===== src/rtl/router_sync_mp.sv =====
// router_sync_mp: glue between the router FSM, the register block and NUM_PORTS
// output FIFOs. Latches the packet destination, steers the FIFO write enable,
// returns the addressed FIFO's full flag, drives per-port valid, and runs one
// read-timeout watchdog per port that flushes a FIFO left unread too long.
// Packets addressed beyond the last port raise addr_err and never write a FIFO.
// Optional build macro SYNC_TIMEOUT_STATUS_EN adds status_clr / timeout_status,
// a sticky per-port record of watchdog flushes.
module router_sync_mp #(
  parameter int NUM_PORTS = 3,
  parameter int ADDR_W    = 2,
  parameter int TIMEOUT   = 30,
  parameter int CNT_W     = 10
) (
  input  logic                 clock,
  input  logic                 resetn,
  input  logic                 detect_add,
  input  logic [ADDR_W-1:0]    data_in,
  input  logic                 write_enb_reg,
  input  logic [NUM_PORTS-1:0] full,
  input  logic [NUM_PORTS-1:0] empty,
  input  logic [NUM_PORTS-1:0] read_enb,
  output logic [NUM_PORTS-1:0] write_enb,
  output logic                 fifo_full,
  output logic [NUM_PORTS-1:0] vld_out,
  output logic [NUM_PORTS-1:0] soft_reset,
  output logic                 addr_err
`ifdef SYNC_TIMEOUT_STATUS_EN
  ,
  input  logic                 status_clr,
  output logic [NUM_PORTS-1:0] timeout_status
`endif
);

  // One extra bit so the port count still fits when 2**ADDR_W == NUM_PORTS.
  localparam logic [ADDR_W:0]  NUM_PORTS_V = (ADDR_W+1)'(NUM_PORTS);
  localparam logic [CNT_W-1:0] TERM_CNT    = CNT_W'(TIMEOUT - 1);

  logic [ADDR_W-1:0]    addr_q;
  logic [CNT_W-1:0]     wd_cnt [NUM_PORTS];
  // A port is "idle" when it holds valid data that nobody is reading.
  logic [NUM_PORTS-1:0] wd_idle;
  // Idle in the cycle the counter sits at terminal count: flush next edge.
  logic [NUM_PORTS-1:0] wd_expire;

  // Capture the header address and whether it names a real port.
  always_ff @(posedge clock) begin
    if (!resetn) begin
      addr_q   <= '0;
      addr_err <= 1'b0;
    end else if (detect_add) begin
      addr_q   <= data_in;
      addr_err <= ({1'b0, data_in} >= NUM_PORTS_V);
    end
  end

  // Decode the latched address; an address matching no port writes nothing
  // and reports full so the FSM stalls instead of writing.
  always_comb begin
    write_enb = '0;
    fifo_full = 1'b1;
    for (int i = 0; i < NUM_PORTS; i++) begin
      if (addr_q == ADDR_W'(i)) begin
        write_enb[i] = write_enb_reg;
        fifo_full    = full[i];
      end
    end
  end

  assign vld_out = ~empty;

  // Per-port watchdog qualifiers; a read always beats terminal count.
  always_comb begin
    wd_idle   = '0;
    wd_expire = '0;
    for (int i = 0; i < NUM_PORTS; i++) begin
      wd_idle[i]   = vld_out[i] & ~read_enb[i];
      wd_expire[i] = wd_idle[i] & (wd_cnt[i] == TERM_CNT);
    end
  end

  // Count unread-valid cycles per port and emit a one-cycle flush on expiry.
  always_ff @(posedge clock) begin
    if (!resetn) begin
      soft_reset <= '0;
      for (int i = 0; i < NUM_PORTS; i++) begin
        wd_cnt[i] <= '0;
      end
    end else begin
      for (int i = 0; i < NUM_PORTS; i++) begin
        if (wd_expire[i]) begin
          wd_cnt[i]     <= '0;
          soft_reset[i] <= 1'b1;
        end else if (wd_idle[i]) begin
          wd_cnt[i]     <= wd_cnt[i] + CNT_W'(1);
          soft_reset[i] <= 1'b0;
        end else begin
          wd_cnt[i]     <= '0;
          soft_reset[i] <= 1'b0;
        end
      end
    end
  end

`ifdef SYNC_TIMEOUT_STATUS_EN
  // Sticky flush record; a new expiry wins over a coincident clear.
  always_ff @(posedge clock) begin
    if (!resetn) begin
      timeout_status <= '0;
    end else begin
      timeout_status <= (status_clr ? '0 : timeout_status) | wd_expire;
    end
  end
`endif

endmodule

===== config.mk =====
export PLATFORM = sky130hd
export DESIGN_NAME = router_sync_mp
export DESIGN_NICKNAME = d
export VERILOG_FILES = /design/src/rtl/router_sync_mp.sv
export SDC_FILE = /design/constraint.sdc
export NUM_CORES = 1
export LEC_CHECK = 0
export CORE_ASPECT_RATIO = 2
export CORE_UTILIZATION = 55
export DETAILED_ROUTE_END_ITERATION = 8
export GPL_TIMING_DRIVEN = 0
export PLACE_DENSITY = 0.87
export SYNTH_ARGS = -nofsm -noshare
export SYNTH_HDL_FRONTEND = slang
export SYNTH_SLANG_ARGS = --single-unit

===== constraint.sdc =====
create_clock -name clock -period 2.3 [get_ports clock]
set_input_delay 0.46 -clock clock [delete_from_list [all_inputs] [get_ports clock]]
set_output_delay 0.46 -clock clock [all_outputs]
set_load 0.02 [all_outputs]

Word level (Yosys, flattened, before mapping)
Memory sizes are Yosys's and may differ from the RTL's.
Index checks and enable logic that the tools add are counted.
- flip-flop bits (word level): 6
- memory bits (writable): 30
- bits of input ports: 15
- output and inout port bits: 11
- logic and storage cells: 82
- memories: 1
- add/subtract/negate cells: 3
- magnitude comparators: 1
- eq/ne operators: 5
- muxes and demuxes: 49
- bitwise gates (word level): 19
- reduce and logical (&&, ||, !) cells: 1
- memory list (memory ; words ; width ; read ports ; clocked after memory_dff ; wr ports ; RTL line ; text):
    wd_cnt ; 3 ; 10 ; 3 ; 0 ; 3 ; 39 ; logic [CNT_W-1:0] wd_cnt [NUM_PORTS];
- operators by type and width (cell ; count):
    $mux W10 ; 9
    $mux W1 ; 40
    $add A10 B1 Y10 const B ; 3
    $eq A10 B5 Y1 const B ; 3
    $or A1 B1 Y1 ; 9
    $and A1 B1 Y1 ; 6
    $not A1 Y1 ; 3
    $not A3 Y3 ; 1
    $eq A2 B1 Y1 const B ; 1
    $eq A2 B2 Y1 const B ; 1
    $ge A2 B2 Y1 const B ; 1
    $logic_not A2 Y1 ; 1

Longest topological paths before layout
- word-level depth: 9
- mapped depth: 5
- mapped depth without buffers: 5

Worst setup path after synthesis
No wires, ideal clock.
- path kind: reg-to-reg
- start: memory wd_cnt[2][1]
- end: memory wd_cnt[2][2], data pin
- setup time: 0.274 ns
- arrival time: 1.615 ns
- data required time: 2.026 ns
- setup slack: 0.411 ns
- stages on the path, launching flop included: 6
- path buffers: 0
- clock period less this slack: 1.889 ns
- path through: edfxtp_1 inv_1 ha_1 or4b_4 o41ai_4 nor2_1
- RTL lines (element ; RTL line):
    start, declared ; 39

Final worst setup path
- start: input write_enb_reg
- end: output write_enb[0]
- cells in the longest elaborated chain, start to end: 1
- RTL lines (element ; RTL line ; text):
    start, declared ; 18 ; input logic write_enb_reg,
    $mux W1 ; 62 ; if (addr_q == ADDR_W'(i)) begin
    end, declared ; 22 ; output logic [NUM_PORTS-1:0] write_enb,
No other way between the ends.

==> reports/qor.yml <==
sta:
  tns_ns: 0
  rsz0062_at_grt: "no"
  slew_violations: 0
  period_share: 0.9621
  slew_headroom: 0.5261
  fin_hold_ws_ns: 0.4774
  fin_ws_ns: 0.08707
  hold_violations: 0
  finalSetupViolCount: 0
  skew_ns: 0.005516
  period_minus_slack_ns: 2.213
  fmax_mhz: 451.9
  tightest_slew_ns: 0.7048
placement:
  io_buffer_count: 25
  routabilityCongestion: 0.8660
  place_hpwl_um: 3071
  placed_cell_area_um2: 2425
  pre_cts_slack_ns: -0.001777
hold_path:
  hold_depth: 2
  min_to: "addr_err"
  hold_path.class: "flip-flop to flip-flop"
  hold_start: "addr_err"
clock_tree:
  clk_pin_slew_ns: 0.07
  clock_sinks: 36
  root_buffer: "clkbuf_8"
  numCtsBuffers: 5
  cts_tree: "done"
  post_cts_buffers: 0
  clockBufferDepth: 2
  htree_levels: 2
  clk_latency_ns: 0.29
detailed_routing:
  ant_nets: 0
  first_iter_violations: 41
  drc: 0
  routed_wl_um: 3959
  first_pass_iters: 4
  detail_route.wl_per_cell_um: 13.11
  via_count: 1653
  viasPerCell: 5.474
floorplanning:
  io_pins: 26
  die_h_um: 87.40
  core-area_um2: 3453
  start_util: 0.5808
  die-area_um2: 3907
  row_count: 30
  die_w_um: 44.70
layout:
  design_area_um2: 2506
  area_growth_pct: 24.95
  fillCellCount: 283
  diodes: 0
  final_layout_size_suffix_gt1_frac: 0.04724
  final_nets: 274
worst_setup_path:
  criticalPathCategory: "input pin to primary output"
  reg2reg_depth: 5
  rr_startpoint: "wd_cnt[2][1]"
  worstPathRequired_ns: 1.84
  crit_fanout: 3
  worstReg2RegEnd: "wd_cnt[2][2]"
  worstPathArrival_ns: 1.75
  crit_start: "write_enb_reg"
  r2r_slack_ns: 0.18
  cp-start-kind: "input pin"
  crit_path_end_kind: "primary output"
run:
  drv_cap: 0
logic_synthesis:
  syn_area_per_cell_um2: 10.45
  netlist_area_um2: 2006
  synth.yosys.seq_area_share: 0.5090
  synth_warnings: 0
  ys_ff_latch: 36
  synth_flop_cell: "edfxtp_1"
  synth_edf_count: 30
  synth.distinct_cells: 36
  synthArstFlopShare: 0
  synth_cells: 192
power:
  power.total_uw: 1339
  pwr_density_cell_nw_per_um2: 534.2
  vdd_drop_max_mv: 0.5075
  power_leakage_uw: 0.0009108
global_routing:
  track_usage: 0.2294
  grt_pass1_vias: 1565
  grt_pass1_wl_um: 6513
  grt_antenna_before_repair: 0
  grt_remaining_overflow: 0
  grt_max_degree: 12
status:
  status: "finished, final reports clean"
[repair_timing]
action / CTS / global route
hold buffers: 0 / 0
endpoints found under the setup margin: 1 / 0
resized for setup: 1 / 0
[stage by stage]
| step | util | std cells |
|---|---|---|
| after detailed placement | 0.7022 | 294 |
| after floorplan | - | 221 |
| after CTS | 0.7257 | 302 |
| final | 0.7257 | 302 |
| after global placement | 0.7022 | 294 |
| after global routing | 0.7257 | 302 |
[routing by layer]
metal | track usage | wire (um)
met1 | 0.2218 | 1485
met2 | 0.4425 | 2299
met3 | 0.03734 | 89
met4 | 0.1019 | 85
met5 | 0 | 0
[report_power, final]
group	switching [uW]	internal (uW)	leakage (uW)
logic	71.3	68.5	0.000507
registers	36.0	736	0.000358
clock network	221	205	0.0000453
[worst max path at each step]
stage | end | slack [ns] | cells after the start
6_report | write_enb[0] | 0.09 | 3
5_1_grt | write_enb[0] | 0.05 | 3
4_1_cts | write_enb[0] | 0.07 | 3
3_5_place_dp | fifo_full | -0.002 | 5
3_3_place_gp | fifo_full | 0.03 | 5
2_1_floorplan | wd_cnt[2][2] | 0.41 | 5
[layout make-up]
| class | instances | area, um^2 | share of cell area |
|---|---|---|---|
| multi-input combinational | 171 | 1041 | 0.4154 |
| sequential | 36 | 1021 | 0.4074 |
| timing repair buffer | 25 | 249.0 | 0.09935 |
| clock buffer | 5 | 68.82 | 0.02746 |
| tap | 48 | 60.06 | 0.02396 |
| inverter | 12 | 45.04 | 0.01797 |
| clock inverter | 3 | 13.76 | 0.005492 |
| buffer | 2 | 7.507 | 0.002996 |
[synth_stat cells (2+ instances only)]
| cell type | number | area [um^2] |
|---|---|---|
| ha_1 | 6 | 75.07 |
| edfxtp_1 | 30 | 900.9 |
| xnor2_1 | 3 | 26.28 |
| nand2b_1 | 5 | 31.28 |
| or4_4 | 2 | 22.52 |
| clkbuf_1 | 2 | 7.510 |
| nor4_1 | 2 | 12.51 |
| nand3_1 | 12 | 60.06 |
| o21ai_0 | 8 | 40.04 |
| xor2_1 | 2 | 17.52 |
| nor3b_1 | 4 | 30.03 |
| o31ai_1 | 10 | 75.07 |
| nor2b_1 | 3 | 18.77 |
| nand2_1 | 10 | 37.54 |
| mux2i_1 | 2 | 20.02 |
| o211ai_1 | 4 | 30.03 |
| dfxtp_1 | 6 | 120.1 |
| and3b_1 | 4 | 35.03 |
| a21oi_1 | 20 | 100.1 |
| and4b_1 | 2 | 20.02 |
| and3_1 | 3 | 18.77 |
| or3_1 | 5 | 31.28 |
| a31oi_1 | 2 | 12.51 |
| or4_1 | 7 | 52.55 |
| inv_1 | 12 | 45.04 |
| nor2_1 | 14 | 52.55 |
| nand4_1 | 3 | 18.77 |
[placed cells by master, fill, tap and decap left out, types with 3 or more instances in the layout]
master | Yosys | routed
or4_1 | 7 | 7
o21ai_0 | 8 | 8
clkbuf_8 | 0 | 5
a21oi_1 | 20 | 20
xnor2_1 | 3 | 3
clkdlybuf4s50_1 | 0 | 24
nor2_1 | 14 | 14
and3b_1 | 4 | 4
conb_1 | 1 | 30
nand4_1 | 3 | 3
o211ai_1 | 4 | 4
o31ai_1 | 10 | 10
and3_1 | 3 | 3
dfxtp_1 | 6 | 6
nand3_1 | 12 | 12
or3_1 | 5 | 5
nand2_1 | 10 | 10
ha_1 | 6 | 6
inv_1 | 12 | 12
nor3b_1 | 4 | 4
edfxtp_1 | 30 | 30
nand2b_1 | 5 | 5
nor2b_1 | 3 | 3
[critical path, stage by stage]
cell and delay (ns):
clkdlybuf4s50_1 0.49, nor3b_1 0.18, clkdlybuf4s50_1 0.63
[flip-flops by register name, summed over array words and instances (netlist names)]
name        flops
wd_cnt         30
soft_reset      3
addr_q          2
addr_err        1
[logic make-up after synthesis]
family                     after synthesis  share of synthesized area
AOI/OAI and AO/OA                       49                     0.1585
other                                    1                   0.001870
and+or+nand+nor                         79                     0.2352
buffers and inverters                   14                    0.02620
adders and majority gates                6                    0.03743
muxes                                    2                   0.009982
xor gates and xnor gates                 5                    0.02184
DFF                                     36                     0.5090
Note: power is estimated with default switching activity, not from simulation.
